--- src/rtl/axi_burst_shim_pkg.sv ---
// Shared types for the burst shim: AXI channel structs, write FSM states and
// helper constants for the credit counters.
package axi_burst_shim_pkg;

    localparam int unsigned AddrWidth = 64;
    localparam int unsigned DataWidth = 64;
    localparam int unsigned IdWidth   = 4;
    localparam int unsigned StrbWidth = DataWidth / 8;

    // Atomic operations with this atop bit set also return an R response.
    localparam int unsigned ATOP_R_RESP = 5;

    localparam logic [1:0] BURST_INCR  = 2'b01;
    localparam logic [1:0] RESP_OKAY   = 2'b00;
    localparam logic [1:0] RESP_EXOKAY = 2'b01;

    typedef enum logic {
        WR_IDLE = 1'b0,
        WR_BUSY = 1'b1
    } wr_state_e;

    // Width of a pending counter that must hold 0..max_out inclusive.
    function automatic int unsigned pending_cnt_width(input int unsigned max_out);
        return $clog2(max_out + 1);
    endfunction

    typedef struct packed {
        logic [IdWidth-1:0]   id;
        logic [AddrWidth-1:0] addr;
        logic [7:0]           len;
        logic [2:0]           size;
        logic [1:0]           burst;
        logic                 lock;
        logic [3:0]           cache;
        logic [2:0]           prot;
        logic [3:0]           qos;
        logic [3:0]           region;
        logic [5:0]           atop;
    } aw_chan_t;

    typedef struct packed {
        logic [DataWidth-1:0] data;
        logic [StrbWidth-1:0] strb;
        logic                 last;
    } w_chan_t;

    typedef struct packed {
        logic [IdWidth-1:0] id;
        logic [1:0]         resp;
    } b_chan_t;

    typedef struct packed {
        logic [IdWidth-1:0]   id;
        logic [AddrWidth-1:0] addr;
        logic [7:0]           len;
        logic [2:0]           size;
        logic [1:0]           burst;
        logic                 lock;
        logic [3:0]           cache;
        logic [2:0]           prot;
        logic [3:0]           qos;
        logic [3:0]           region;
    } ar_chan_t;

    typedef struct packed {
        logic [IdWidth-1:0]   id;
        logic [DataWidth-1:0] data;
        logic [1:0]           resp;
        logic                 last;
    } r_chan_t;

    typedef struct packed {
        aw_chan_t aw;
        logic     aw_valid;
        w_chan_t  w;
        logic     w_valid;
        logic     b_ready;
        ar_chan_t ar;
        logic     ar_valid;
        logic     r_ready;
    } req_t;

    typedef struct packed {
        logic    aw_ready;
        logic    ar_ready;
        logic    w_ready;
        logic    b_valid;
        b_chan_t b;
        logic    r_valid;
        r_chan_t r;
    } resp_t;

endpackage

--- src/rtl/axi_burst_shim_credit_cnt.sv ---
// Saturating in-flight transaction counter; inc and dec together hold the count.
module axi_shim_credit_cnt
    import axi_burst_shim_pkg::*;
#(
    parameter int unsigned MaxOutstanding = 4,
    localparam int unsigned CntWidth = pending_cnt_width(MaxOutstanding)
) (
    input  logic                clk_i,
    input  logic                rst_ni,
    input  logic                clr_i,
    input  logic                inc_i,
    input  logic                dec_i,
    output logic [CntWidth-1:0] cnt_o,
    output logic                avail_o
);

    localparam logic [CntWidth-1:0] CntMax = CntWidth'(MaxOutstanding);

    logic [CntWidth-1:0] cnt_q;

    always_ff @(posedge clk_i or negedge rst_ni) begin
        if (!rst_ni) begin
            cnt_q <= '0;
        end else if (clr_i) begin
            cnt_q <= '0;
        end else if (inc_i && !dec_i && (cnt_q != CntMax)) begin
            cnt_q <= cnt_q + CntWidth'(1);
        end else if (dec_i && !inc_i && (cnt_q != '0)) begin
            cnt_q <= cnt_q - CntWidth'(1);
        end
    end

    assign cnt_o   = cnt_q;
    assign avail_o = (cnt_q != CntMax);

endmodule

--- src/rtl/axi_burst_shim.sv ---
// AXI4 burst master adapter between the cache/PTW request ports and the core
// AXI port, with decoupled AW/W and credit-limited outstanding transactions.
module axi_burst_shim
    import axi_burst_shim_pkg::*;
#(
    parameter int unsigned AxiAddrWidth   = 64,
    parameter int unsigned AxiDataWidth   = 64,
    parameter int unsigned AxiIdWidth     = 4,
    parameter int unsigned AxiNumWords    = 4,
    parameter int unsigned MaxOutstanding = 4,
    parameter type axi_req_t  = axi_burst_shim_pkg::req_t,
    parameter type axi_resp_t = axi_burst_shim_pkg::resp_t,
    localparam int unsigned BlenWidth = (AxiNumWords > 1) ? $clog2(AxiNumWords) : 1,
    localparam int unsigned PendWidth = pending_cnt_width(MaxOutstanding)
) (
    input  logic                                          clk_i,
    input  logic                                          rst_ni,
    input  logic                                          clr_i,
    input  logic                                          rd_req_i,
    output logic                                          rd_gnt_o,
    input  logic [AxiAddrWidth-1:0]                       rd_addr_i,
    input  logic [BlenWidth-1:0]                          rd_blen_i,
    input  logic [2:0]                                    rd_size_i,
    input  logic [AxiIdWidth-1:0]                         rd_id_i,
    input  logic                                          rd_lock_i,
    input  logic                                          rd_rdy_i,
    output logic                                          rd_valid_o,
    output logic                                          rd_last_o,
    output logic [AxiDataWidth-1:0]                       rd_data_o,
    output logic [AxiIdWidth-1:0]                         rd_id_o,
    output logic                                          rd_exokay_o,
    input  logic                                          wr_req_i,
    output logic                                          wr_gnt_o,
    input  logic [AxiAddrWidth-1:0]                       wr_addr_i,
    input  logic [AxiNumWords-1:0][AxiDataWidth-1:0]      wr_data_i,
    input  logic [AxiNumWords-1:0][AxiDataWidth/8-1:0]    wr_be_i,
    input  logic [BlenWidth-1:0]                          wr_blen_i,
    input  logic [2:0]                                    wr_size_i,
    input  logic [AxiIdWidth-1:0]                         wr_id_i,
    input  logic                                          wr_lock_i,
    input  logic [5:0]                                    wr_atop_i,
    input  logic                                          wr_rdy_i,
    output logic                                          wr_valid_o,
    output logic [AxiIdWidth-1:0]                         wr_id_o,
    output logic                                          wr_exokay_o,
    output logic [PendWidth-1:0]                          wr_pending_o,
    output logic [PendWidth-1:0]                          rd_pending_o,
    output axi_req_t                                      axi_req_o,
    input  axi_resp_t                                     axi_resp_i
);

    // Handshakes: a transfer happens in a cycle where valid & ready are both
    // high at the rising edge; once raised, valid and payload hold until then.

    wr_state_e             state_q, state_d;
    logic                  aw_done_q, aw_done_d;
    logic                  w_done_q, w_done_d;
    logic [BlenWidth-1:0]  wr_cnt_q, wr_cnt_d;

    logic                  en;
    logic                  wr_avail, rd_avail;
    logic                  atop_rd;
    logic                  ar_valid, ar_hs;
    logic                  wr_launch, wr_active;
    logic                  aw_valid, w_valid, w_last;
    logic                  aw_hs, w_hs, wr_gnt;
    logic                  b_hs, r_last_hs;

    assign en      = rst_ni & ~clr_i;
    assign atop_rd = wr_atop_i[ATOP_R_RESP];

    // A read-returning atomic write owns the read credit from launch to grant,
    // so AR is held off meanwhile and the two increments never coincide.
    assign ar_valid  = en & rd_req_i & rd_avail & ~((state_q == WR_BUSY) & atop_rd);
    assign ar_hs     = ar_valid & axi_resp_i.ar_ready;
    assign wr_launch = wr_req_i & wr_avail & (~atop_rd | (rd_avail & ~ar_valid));
    assign wr_active = en & ((state_q == WR_BUSY) | wr_launch);

    always_comb begin
        state_d   = state_q;
        aw_done_d = aw_done_q;
        w_done_d  = w_done_q;
        wr_cnt_d  = wr_cnt_q;
        aw_valid  = wr_active & ~aw_done_q;
        w_valid   = wr_active & ~w_done_q;
        w_last    = (wr_cnt_q == wr_blen_i);
        aw_hs     = aw_valid & axi_resp_i.aw_ready;
        w_hs      = w_valid & axi_resp_i.w_ready;
        wr_gnt    = wr_active & (aw_done_q | aw_hs) & (w_done_q | (w_hs & w_last));
        if (wr_gnt) begin
            state_d   = WR_IDLE;
            aw_done_d = 1'b0;
            w_done_d  = 1'b0;
            wr_cnt_d  = '0;
        end else if (wr_active) begin
            state_d   = WR_BUSY;
            aw_done_d = aw_done_q | aw_hs;
            w_done_d  = w_done_q | (w_hs & w_last);
            if (w_hs) begin
                wr_cnt_d = w_last ? '0 : wr_cnt_q + BlenWidth'(1);
            end
        end
    end

    always_ff @(posedge clk_i or negedge rst_ni) begin
        if (!rst_ni) begin
            state_q   <= WR_IDLE;
            aw_done_q <= 1'b0;
            w_done_q  <= 1'b0;
            wr_cnt_q  <= '0;
        end else if (clr_i) begin
            state_q   <= WR_IDLE;
            aw_done_q <= 1'b0;
            w_done_q  <= 1'b0;
            wr_cnt_q  <= '0;
        end else begin
            state_q   <= state_d;
            aw_done_q <= aw_done_d;
            w_done_q  <= w_done_d;
            wr_cnt_q  <= wr_cnt_d;
        end
    end

    assign b_hs      = axi_resp_i.b_valid & wr_rdy_i;
    assign r_last_hs = axi_resp_i.r_valid & rd_rdy_i & axi_resp_i.r.last;

    axi_shim_credit_cnt #(.MaxOutstanding(MaxOutstanding)) i_wr_credit (
        .clk_i   (clk_i),
        .rst_ni  (rst_ni),
        .clr_i   (clr_i),
        .inc_i   (wr_gnt),
        .dec_i   (b_hs),
        .cnt_o   (wr_pending_o),
        .avail_o (wr_avail)
    );

    axi_shim_credit_cnt #(.MaxOutstanding(MaxOutstanding)) i_rd_credit (
        .clk_i   (clk_i),
        .rst_ni  (rst_ni),
        .clr_i   (clr_i),
        .inc_i   (ar_hs | (wr_gnt & atop_rd)),
        .dec_i   (r_last_hs),
        .cnt_o   (rd_pending_o),
        .avail_o (rd_avail)
    );

    always_comb begin
        axi_req_o           = '0;
        axi_req_o.aw.id     = wr_id_i;
        axi_req_o.aw.addr   = wr_addr_i;
        axi_req_o.aw.len    = 8'(wr_blen_i);
        axi_req_o.aw.size   = wr_size_i;
        axi_req_o.aw.burst  = BURST_INCR;
        axi_req_o.aw.lock   = wr_lock_i;
        axi_req_o.aw.atop   = wr_atop_i;
        axi_req_o.aw_valid  = aw_valid;
        axi_req_o.w.data    = wr_data_i[wr_cnt_q];
        axi_req_o.w.strb    = wr_be_i[wr_cnt_q];
        axi_req_o.w.last    = w_last;
        axi_req_o.w_valid   = w_valid;
        axi_req_o.b_ready   = wr_rdy_i;
        axi_req_o.ar.id     = rd_id_i;
        axi_req_o.ar.addr   = rd_addr_i;
        axi_req_o.ar.len    = 8'(rd_blen_i);
        axi_req_o.ar.size   = rd_size_i;
        axi_req_o.ar.burst  = BURST_INCR;
        axi_req_o.ar.lock   = rd_lock_i;
        axi_req_o.ar_valid  = ar_valid;
        axi_req_o.r_ready   = rd_rdy_i;
    end

    assign wr_gnt_o    = wr_gnt;
    assign rd_gnt_o    = ar_hs;
    assign rd_valid_o  = axi_resp_i.r_valid;
    assign rd_last_o   = axi_resp_i.r.last;
    assign rd_data_o   = axi_resp_i.r.data;
    assign rd_id_o     = axi_resp_i.r.id;
    assign rd_exokay_o = (axi_resp_i.r.resp == RESP_EXOKAY);
    assign wr_valid_o  = axi_resp_i.b_valid;
    assign wr_id_o     = axi_resp_i.b.id;
    assign wr_exokay_o = (axi_resp_i.b.resp == RESP_EXOKAY);

    b_without_pending: assert property (@(posedge clk_i) disable iff (!rst_ni)
        b_hs |-> (wr_pending_o != '0));

endmodule

--- config.mk ---
export PLATFORM = sky130hd
export DESIGN_NAME = axi_burst_shim
export DESIGN_NICKNAME = d
export VERILOG_FILES = /design/src/rtl/axi_burst_shim_pkg.sv /design/src/rtl/axi_burst_shim_credit_cnt.sv /design/src/rtl/axi_burst_shim.sv
export SDC_FILE = /design/constraint.sdc
export NUM_CORES = 1
export LEC_CHECK = 0
export ABC_AREA = 1
export BUFFER_PORTS_ARGS = -buffer_cell sky130_fd_sc_hd__buf_2
export CELL_PAD_IN_SITES_DETAIL_PLACEMENT = 1
export CELL_PAD_IN_SITES_GLOBAL_PLACEMENT = 1
export CORE_AREA = 3 3 343 345
export DETAILED_ROUTE_END_ITERATION = 10
export DIE_AREA = 0 0 346 348
export PLACE_DENSITY_LB_ADDON = 0.1
export SYNTH_ARGS = -nofsm -noshare
export SYNTH_HDL_FRONTEND = slang
export SYNTH_SLANG_ARGS = --single-unit
--- constraint.sdc ---
create_clock -name clk_i -period 2.67 [get_ports clk_i]
set_clock_uncertainty 0.05 [all_clocks]
set_input_delay 0.267 -clock clk_i [delete_from_list [all_inputs] [get_ports clk_i]]
set_output_delay 0.267 -clock clk_i [all_outputs]
set_load 0.05 [all_outputs]
==> flow_summary_export.csv <==
group,metric,value,unit
status,status,"complete, no violations",
power,intPower,1660,µW
critical_path,critPathBufInv,4,
global_route,antenna_found_initial,8,
critical_path,arrival,2570,ps
power,seqPwrFrac,4.7,%
critical_path,crit_path_max_fanout,2,
floorplanning,dieWidth,346,µm
power,power,4730,µW
power,cellPowerDensity,616,nW/µm²
power,comb_power_share,88.9,%
logic_synthesis,synth-edff-count,0,
timing,hold_viol,0,
final_layout,fin_cells,2487,
critical_path,crit_path_top_delay_cell,"dlygate4sd3_1",
final_layout,multiInputGateArea,2750,µm²
logic_synthesis,synth_cell_types,29,
drt,drt_iter0_drc,134,
place,dp.cells,2481,
final_layout,nets,1508,
min_path,holdPathStages,2,
logic_synthesis,yosysSeqAreaShare,5.55,%
floorplanning,fp.dieH,348,µm
timing,slew_violations,0,
clocking,cts_buffers,3,
timing,setup_viol,0,
drt,wl,34.1,mm
timing,worstMarginPinSlew,569,ps
timing,finalCritPeriodShare,92.6,%
clocking,clkTransAtPathRegs,60,ps
critical_path,cp_num_cells,20,
global_route,grt_max_degree,40,
clocking,cts_max_level,1,
power,swShare,64.8,%
critical_path,crit_chain,"dlygate4sd3_1, buf_2, nand2_2, o21ai_1, nand2_1, nand2_1, nand2_2, nand4_2, o21bai_4, nand3_2, nand2_2, nand2_4, inv_1, fa_1, xnor2_2, inv_1, nand2_1, nand2_1, nand2_1, nand2_1",
critical_path,endpoint_kind,"flop",
timing,period_minus_slack,2470,ps
place,place_hpwl,30.0,mm
drt,via_per_inst,2.33,
timing,worst_hold_slack,267,ps
global_route,grt_first_pass_wirelength,47.2,mm
logic_synthesis,netlist_area,4960,µm²
clocking,clock_latency,250,ps
logic_synthesis,synthCells,808,
global_route,grt_pass1_vias,6479,
final_layout,seqCellArea,283,µm²
critical_path,max_stage_delay,520,ps
clocking,cts_tree,"done",
critical_path,worst_r2r_path_depth,19,
final_layout,syn2layout_area_growth,54.9,%
clocking,cts-root-buf,"clkbuf_16",
timing,fmaxAchievable,404,MHz
power,leakagePower,0.00323,µW
timing,rsz0062_at_grt,"no",
critical_path,required,2760,ps
min_path,hold_path_class,"input pin to flop",
logic_synthesis,ys_ff_latch,11,
power,pwr-share-clk,6.4,%
floorplanning,io_pins,894,
final_layout,drive_above_1_share,52.2,%
timing,final.setup.tns,0,ps
timing,maxSlewHeadroom,61.6,%
drt,via_count,5783,
place,place_congestion,0.670,
logic_synthesis,ys.warnings.count,0,
final_layout,nFillCells,14000,
drt,firstDrtPassIters,4,
drt,drc,0,
clocking,cts_setup_buffers,0,
critical_path,crit_top_cell,"nand2_1",
logic_synthesis,avgSynthCellArea,6.14,µm²
floorplanning,rows,124,
floorplanning,dieArea,120000,µm²
critical_path,cp_top_family,"simple AND/OR/NAND/NOR gates",
flow_run,cap_violations,0,
global_route,grt_usage,5.24,%
critical_path,start_kind,"input pin",
logic_synthesis,synth_ff_type,"dfrtp_1",
drt,antenna_left,0,
place,portBuffers,401,
clocking,cts_buffer_depth,2,
clocking,clock-sinks,11,
power,power_switching,3060,µW
drt,wl_per_cell,13.7,µm
global_route,grt_overflow,0,
floorplanning,core_area,115000,µm²
critical_path,path_class,"input pin to flop",
floorplanning,start_util,4.33,%
power,peakVddDrop,0.000233,V
logic_synthesis,async_reset_ff_share,100,%
==> worst register-to-register path: cells and delay by family, from the launching register on <==
kind	cells	cell delay (ps)
flip-flops	1	390
buffers and inverters	3	220
adder cells (fa/ha/maj)	1	400
XOR/XNOR	1	170
AND/OR/NAND/NOR	12	890
AO/OA/AOI/OAI	2	180
==> flip-flops by register name, summed over array words and instances, names as in the netlist <==
name               count
w_done_q               1
i_wr_credit.cnt_o      3
state_q                1
aw_done_q              1
wr_cnt_q               2
i_rd_credit.cnt_o      3
==> power by group through the flow <==
| stage | Combinational (µW) | Sequential [µW] | Clock [µW] |
|---|---|---|---|
| global route | 4520 | 226 | 322 |
| finish | 4210 | 220 | 303 |
| detailed placement | 4310 | 224 | 0 |
| CTS | 4330 | 221 | 311 |
| global placement | 4370 | 223 | 0 |
| floorplan | 3680 | 273 | 0 |
==> per-layer routing <==
| layer | routed length [µm] | vias up | global-route usage [%] |
|---|---|---|---|
| li1 | - | 2698 | - |
| met1 | 13200 | 2602 | 5.88 |
| met2 | 16400 | 371 | 9.20 |
| met3 | 3340 | 106 | 2.00 |
| met4 | 925 | 6 | 1.38 |
| met5 | 162 | - | 0.746 |
==> Yosys cell counts (3+ instances only) <==
cell type	instances	area, µm²
a21oi_1	4	20.0
buf_1	9	33.8
buf_4	281	2110
clkbuf_1	37	139
dfrtp_1	11	275
inv_1	17	63.8
inv_2	5	18.8
nand2_1	25	93.8
nand2_2	5	31.3
nand3_1	11	55.1
nand3_2	4	40.0
nand4_1	4	25.0
nor2_1	225	845
o21ai_0	73	365
o21ai_1	5	25.0
o32ai_1	72	631
xnor2_1	3	26.3
==> cell usage in the layout (no fill, tap or decap), drive strengths merged, types with 4 or more instances in the layout <==
master,n
nand3,15
o32ai,72
nand2,31
dfrtp,11
nor2,226
o21ai,78
buf,446
inv,22
conb,46
a21oi,4
nand4,6
==> metrics by stage <==
step,utilization (%),instance area [µm²],worst slack [ps]
after floorplan,-,5390,14.1
after global placement,6.62,7580,159
after detailed placement,6.62,7580,235
after CTS,6.70,7670,110
after global routing,6.70,7680,15.8
final,6.71,7680,197
==> path summary, 6_finish.rpt <==
kind	from	endpoint	slack, ps
setup / recovery	rst_ni	i_rd_credit.cnt_o[2]	200
min in group asynchronous	rst_ni	i_rd_credit.cnt_o[1]	470
hold reg to reg	state_q	state_q	500
hold / removal	clr_i	w_done_q	270
max in group asynchronous	rst_ni	wr_cnt_q[0]	1870
setup reg to reg	i_rd_credit.cnt_o[1]	i_rd_credit.cnt_o[2]	270
==> final cells by class <==
class,instances,area share [%]
tap,1512,24.6
sequential,11,3.68
timing repair buffer,447,33.6
multi-input combinational,490,35.8
antenna,1,0.0326
clock buffer,3,0.978
inverter,22,1.14
clock inverter,1,0.0652
==> cells by family (layout without fill, tap and decap cells) <==
kind of cell               after synthesis  after routing  synth area share [%]
AOI/OAI and AO/OA                      157            157                  21.6
DFF                                     11             11                  5.55
and+or+nand+nor                        281            281                  23.3
xor gates and xnor gates                 4              4                 0.707
buffers and inverters                  351            473                  47.9
adders and majority gates                2              2                 0.808
other                                    2             47                 0.151
==> what timing repair did <==
| action | CTS | global route |
|---|---|---|
| setup endpoints to repair | 0 | 2 |
| hold buffers | 1 | 0 |
| gates resized for setup | 0 | 3 |
| hold endpoints to repair | 11 | 0 |
Power figures use the tool's default switching activity.
